### src/rtl/pc_address_unit.sv
// Program counter and address-bus generator for the 6502 core.
// Define RESET_VECTOR_FETCH_EN to fetch the PC from the reset vector before running.
module pc_address_unit #(
    parameter logic [15:0] RESET_PC    = 16'h0000,
    parameter logic [15:0] VECTOR_ADDR = 16'hFFFC
) (
    input  logic        clk,
    input  logic        rst_n,
    input  logic        clk_enable,
    input  logic [1:0]  pc_enable,
    input  logic [1:0]  address_select,
    input  logic [15:0] memory_address,
    input  logic [7:0]  alu_result,
    input  logic [7:0]  stack_pointer,
    input  logic [7:0]  branch_offset,
    input  logic [7:0]  data_in,
    output logic [15:0] address_bus,
    output logic [15:0] pc,
    output logic        vector_busy,
    output logic        page_cross
);

    localparam logic [1:0] PC_HOLD   = 2'b00;
    localparam logic [1:0] PC_LOAD   = 2'b01;
    localparam logic [1:0] PC_BRANCH = 2'b10;
    localparam logic [1:0] PC_INC    = 2'b11;

    logic [15:0] pc_reg;
    logic [15:0] pc_next;
    logic [15:0] branch_target;
    logic [15:0] run_address;
    logic [15:0] run_pc_next;
    logic        in_run;

    assign pc            = pc_reg;
    assign branch_target = pc_reg + {{8{branch_offset[7]}}, branch_offset};

    always_comb begin
        run_address = pc_reg;
        case (address_select)
            2'd0:    run_address = pc_reg;
            2'd1:    run_address = memory_address;
            2'd2:    run_address = {8'h00, alu_result};
            default: run_address = {8'h01, stack_pointer};
        endcase
    end

    always_comb begin
        run_pc_next = pc_reg;
        case (pc_enable)
            PC_HOLD:   run_pc_next = pc_reg;
            PC_LOAD:   run_pc_next = memory_address;
            PC_BRANCH: run_pc_next = branch_target;
            default:   run_pc_next = pc_reg + 16'd1;
        endcase
    end

    assign page_cross = in_run && (pc_enable == PC_BRANCH) &&
                        (branch_target[15:8] != pc_reg[15:8]);

`ifdef RESET_VECTOR_FETCH_EN

    typedef enum logic [1:0] {
        V_LOW  = 2'd0,
        V_HIGH = 2'd1,
        RUN    = 2'd2
    } state_t;

    state_t state;
    state_t state_next;

    always_ff @(posedge clk or negedge rst_n) begin
        if (!rst_n) begin
            state <= V_LOW;
        end else if (clk_enable) begin
            state <= state_next;
        end
    end

    // Vector bytes are patched into the PC one half at a time while the decoder is held off.
    always_comb begin
        state_next  = state;
        pc_next     = pc_reg;
        address_bus = run_address;
        vector_busy = 1'b0;
        in_run      = 1'b0;
        case (state)
            V_LOW: begin
                address_bus = VECTOR_ADDR;
                vector_busy = 1'b1;
                pc_next     = {pc_reg[15:8], data_in};
                state_next  = V_HIGH;
            end
            V_HIGH: begin
                address_bus = VECTOR_ADDR + 16'd1;
                vector_busy = 1'b1;
                pc_next     = {data_in, pc_reg[7:0]};
                state_next  = RUN;
            end
            RUN: begin
                in_run     = 1'b1;
                pc_next    = run_pc_next;
                state_next = RUN;
            end
            default: begin
                address_bus = VECTOR_ADDR;
                vector_busy = 1'b1;
                state_next  = V_LOW;
            end
        endcase
    end

`else

    logic unused_inputs;

    // Without the vector fetch, data_in and the vector address have no consumer.
    assign unused_inputs = ^{data_in, VECTOR_ADDR};

    assign in_run      = 1'b1;
    assign vector_busy = 1'b0;
    assign address_bus = run_address;
    assign pc_next     = run_pc_next;

`endif

    always_ff @(posedge clk or negedge rst_n) begin
        if (!rst_n) begin
            pc_reg <= RESET_PC;
        end else if (clk_enable) begin
            pc_reg <= pc_next;
        end
    end

endmodule

### config.mk
export PLATFORM = sky130hd
export DESIGN_NAME = pc_address_unit
export DESIGN_NICKNAME = d
export VERILOG_FILES = /design/src/rtl/pc_address_unit.sv
export SDC_FILE = /design/constraint.sdc
export NUM_CORES = 1
export LEC_CHECK = 0
export CAP_MARGIN = 0
export CORE_ASPECT_RATIO = 0.7
export CORE_MARGIN = 4
export CORE_UTILIZATION = 35
export DETAILED_ROUTE_END_ITERATION = 10
export HOLD_SLACK_MARGIN = 0.05
export PLACE_DENSITY = 0.69
export SYNTH_ARGS = -nofsm -noshare
export SYNTH_HDL_FRONTEND = slang
export SYNTH_SLANG_ARGS = --single-unit
### constraint.sdc
create_clock -name clk -period 2.9 [get_ports clk]
set_input_delay 0.435 -clock clk [delete_from_list [all_inputs] [get_ports clk]]
set_output_delay 0.435 -clock clk [all_outputs]
set_load 0.01 [all_outputs]
==> run_results.csv <==
group,metric,value,unit
synthesis,ys_seq_elements,16,
timing,worst-slew-pin-transition,0.842,ns
timing,rsz0062_at_grt,"true",
placement,total_of_buffers_placed_on_input_and_output_ports,79,
clocking,tritoncts,"yes",
power_and_ir_drop,power_switching,0.00111,W
timing,layout_min_cycle_time,3.41,ns
route,drt-total-wl,9.47,mm
synthesis,netlist_instances,295,
run_status,failed_checks,"setup timing",
cells_and_area,instances_no_fill,520,
placement,place_hpwl,7.03,mm
timing,timing_hold_violations_final,0,
setup_path,critical_path.slowest_cell,"sky130_fd_sc_hd__dfrtp_1",
setup_path,r2r.worst_path.cells,11,
synthesis,syn_area_per_cell,7.94,sq um
timing,post-route-worst-setup-slack,-0.513,ns
grt,grt_use_total,0.229,
setup_path,cpLargestDelayFamily,"compound AO/OA/AOI/OAI gates",
synthesis,post_synth_main_area_contributors,"sky130_fd_sc_hd__dfrtp_1 17%, sky130_fd_sc_hd__ha_1 10%, sky130_fd_sc_hd__mux4_2 7.7%",
timing,finalSetupViolations,1,
timing,skew_final,0.00417,ns
synthesis,netlist_area,0.00234,sq mm
clocking,cts_made_buffers,3,
clocking,clock_insertion_delay_worst_skew,0.26,ns
clocking,cts.root.buffer_cell,"sky130_fd_sc_hd__clkbuf_8",
grt,gr-total-overflow,0,
route,first_iter_violations,217,
floorplan,die_y,76.4,um
cells_and_area,finish.instance_area,0.00402,sq mm
cells_and_area,final_layout_size_suffix_gt1_frac,0.282,
route,ant_nets,0,
setup_path,cp.buffers_inverters,1,
floorplan,initial_core_utilization,0.368,
clocking,clock-sinks,16,
grt,grt_start_max_net_pins,21,
clocking,clock_pin_slew_on_the_worst_setup_and_hold_paths,0.07,ns
power_and_ir_drop,vdd_drop_max,0.000298,V
floorplan,floorplan.die_area,0.00809,sq mm
run_status,run_status,"finished with violations",
power_and_ir_drop,comb_power_share,0.790,
synthesis,yosysWarningCount,0,
timing,layout_worst_path_cycle_share,1.18,
setup_path,timing.critical_path.cells,"ha_1 -> a211oi_4 -> o21bai_1 -> a2111o_1 -> nand3_2 -> mux2i_1 -> nor2_1 -> a2111oi_4 -> a41oi_2 -> buf_2",
grt,first_global_vias,2946,
setup_path,crit_type,"register to output port",
route,drt_first_pass_iters,5,
power_and_ir_drop,seq_power_share,0.132,
clocking,cts_max_path_buffers,2,
synthesis,netlist.top_cell.by_area,"sky130_fd_sc_hd__dfrtp_1",
floorplan,io_pins,89,
synthesis,asyncSetResetFlopFracSynth,1.00,
floorplan,num_rows,24,
setup_path,critPathArrivalTime,2.98,ns
power_and_ir_drop,clockPowerShare,0.078,
synthesis,synth_fp_nets,370,
route,post-route-drc-count,0,
grt,grt_pass1_wl,15.1,mm
synthesis,proportion_of_synthesized_chip_area_in_sequential_cells,0.171,
grt,antenna_violations_before_repair,0,
cells_and_area,most_frequent_standard_cell_in_the_layout_excluding_fill_and_tap_cells,"sky130_fd_sc_hd__clkdlybuf4s50_1",
clocking,cts-hold-fix-buffers,0,
cells_and_area,area_growth_syn_to_layout,71.4,%
route,post_drt_wl_per_cell,18.2,um
timing,fmaxAchievable,293,MHz
clocking,cts.htree.levels,1,
cells_and_area,final_cell_mix,"73 x sky130_fd_sc_hd__clkdlybuf4s50_1, 69 x sky130_fd_sc_hd__buf_4, 32 x sky130_fd_sc_hd__nor2_1",
cells_and_area,finish.utilization,0.631,
min_path,timing.hold.worst_path_depth,2,
setup_path,startpoint_kind_of_the_worst_setup_timing_path,"register",
setup_path,critical-path-max-stage-delay,0.42,ns
setup_path,cp-end-kind,"output port",
setup_path,path_depth,10,
power_and_ir_drop,p_sw_frac,0.420,
min_path,path_class_of_the_lowest_slack_min_delay_path,"register to register",
timing,slew_viol_final,0,
route,detailroute.via_count,2907,
route,detail_route.vias_per_cell,5.59,
synthesis,synth_enable_flop_cells,0,
power_and_ir_drop,static-leakage-power,1.68,nW
timing,fin_tns_setup,-0.513,ns
power_and_ir_drop,power_density,659,mW/mm^2
setup_path,critical_path_required,2.47,ns
run,cap_violations,0,
synthesis,ys_dominant_reg_cell,"sky130_fd_sc_hd__dfrtp_1",
floorplan,core_area,0.00637,sq mm
placement,post_dp_cell_area,0.00369,sq mm
synthesis,yosys.area.top_type_share,0.171,
placement,routabilityCongestion,0.886,
cells_and_area,flip_flop_count_of_the_largest_register_after_layout,16,
cells_and_area,design.final.nets,505,
timing,slew_headroom,0.437,
power_and_ir_drop,internal-power,0.00154,W
synthesis,synth.distinct_cells,55,
cells_and_area,antennaDiodeCount,0,
setup_path,critical_path_peak_fanout,3,
floorplan,die_w,106,um
placement,dp.cells,505,
## cell usage after synthesis, types with 3 or more instances
library cell,instances
sky130_fd_sc_hd__mux2i_1,8
sky130_fd_sc_hd__o22a_1,6
sky130_fd_sc_hd__a211oi_1,3
sky130_fd_sc_hd__a32oi_1,3
sky130_fd_sc_hd__o21ai_0,13
sky130_fd_sc_hd__a31oi_1,7
sky130_fd_sc_hd__o31ai_1,3
sky130_fd_sc_hd__nor3_1,7
sky130_fd_sc_hd__a21o_1,5
sky130_fd_sc_hd__inv_1,10
sky130_fd_sc_hd__nand3_1,9
sky130_fd_sc_hd__xnor2_1,14
sky130_fd_sc_hd__and3_1,5
sky130_fd_sc_hd__ha_1,19
sky130_fd_sc_hd__a21oi_1,23
sky130_fd_sc_hd__xor2_1,5
sky130_fd_sc_hd__nor2b_1,4
sky130_fd_sc_hd__dfrtp_1,16
sky130_fd_sc_hd__nor2_1,33
sky130_fd_sc_hd__a221oi_1,6
sky130_fd_sc_hd__clkbuf_1,17
sky130_fd_sc_hd__nand2_1,28
sky130_fd_sc_hd__mux4_2,8
## power by group through the flow
stage | clock network [W] | logic [W] | registers, W
2_1_floorplan | 0 | 0.000885 | 0.000404
3_3_place_gp | 0 | 0.00170 | 0.000340
3_5_place_dp | 0 | 0.00174 | 0.000341
4_1_cts | 0.000208 | 0.00200 | 0.000347
5_1_grt | 0.000217 | 0.00225 | 0.000355
6_report | 0.000207 | 0.00209 | 0.000350
## final cells by class
cell class | instances | area, sq um
Clock buffer | 4 | 55.1
Fill cell | 565 | 2350
Inverter | 10 | 37.5
Multi-Input combinational cell | 249 | 2070
Sequential cell | 16 | 402
Tap cell | 91 | 114
Timing Repair Buffer | 150 | 1330
## layer usage
layer | GRT usage | vias up | wire length [um]
met5 | 0 | - | 0
met1 | 0.322 | 1394 | 4410
met3 | 0.0500 | 16 | 718
met2 | 0.354 | 120 | 4150
li1 | - | 1377 | -
met4 | 0.0621 | 0 | 186
## stage by stage
| stage | setup WS, ns | hold slack [ns] | power, W |
|---|---|---|---|
| floorplan | 0.00272 | 0.139 | 0.00129 |
| global placement | -1.18 | 0.620 | 0.00204 |
| detailed placement | -1.27 | 0.615 | 0.00208 |
| CTS | -0.428 | 0.625 | 0.00256 |
| global route | -0.598 | 0.667 | 0.00282 |
| finish | -0.513 | 0.631 | 0.00265 |
## final timing paths
kind                              from    endpoint  slack [ns]
worst max-delay path             pc[1]  page_cross       -0.51
worst min-delay path            pc[14]      pc[14]        0.63
worst max register to register   pc[7]      pc[12]        0.14
worst min register to register  pc[14]      pc[14]        0.63
max in group asynchronous        rst_n       pc[0]        1.67
min in group asynchronous        rst_n      pc[10]        0.66
## repair_timing
action / 4_1_cts / 5_1_grt
endpoints found under the setup margin: 4 / 4
gates resized for setup: 40 / 6
pin swaps: 22 / 3
cloned: 0 / 0
buffers inserted: 10 / 1
## logic make-up after synthesis
group           count (synthesis)  share of synthesized area
buf+inv                        30                     0.0497
flops                          16                      0.171
xor+xnor                       20                     0.0807
fa+ha+maj                      20                      0.110
simple gates                   99                      0.194
compound gates                 92                      0.277
other cells                     1                    0.00160
mux                            17                      0.116
## worst reg2reg max path: cells and delay by family (launching register included)
kind            cells  cell delay (ns)
compound gates      7             1.52
xor+xnor            1             0.14
fa+ha+maj           1             0.23
buf+inv             2             0.29
flops               1             0.43
Note: power is estimated with default switching activity, not from simulation.
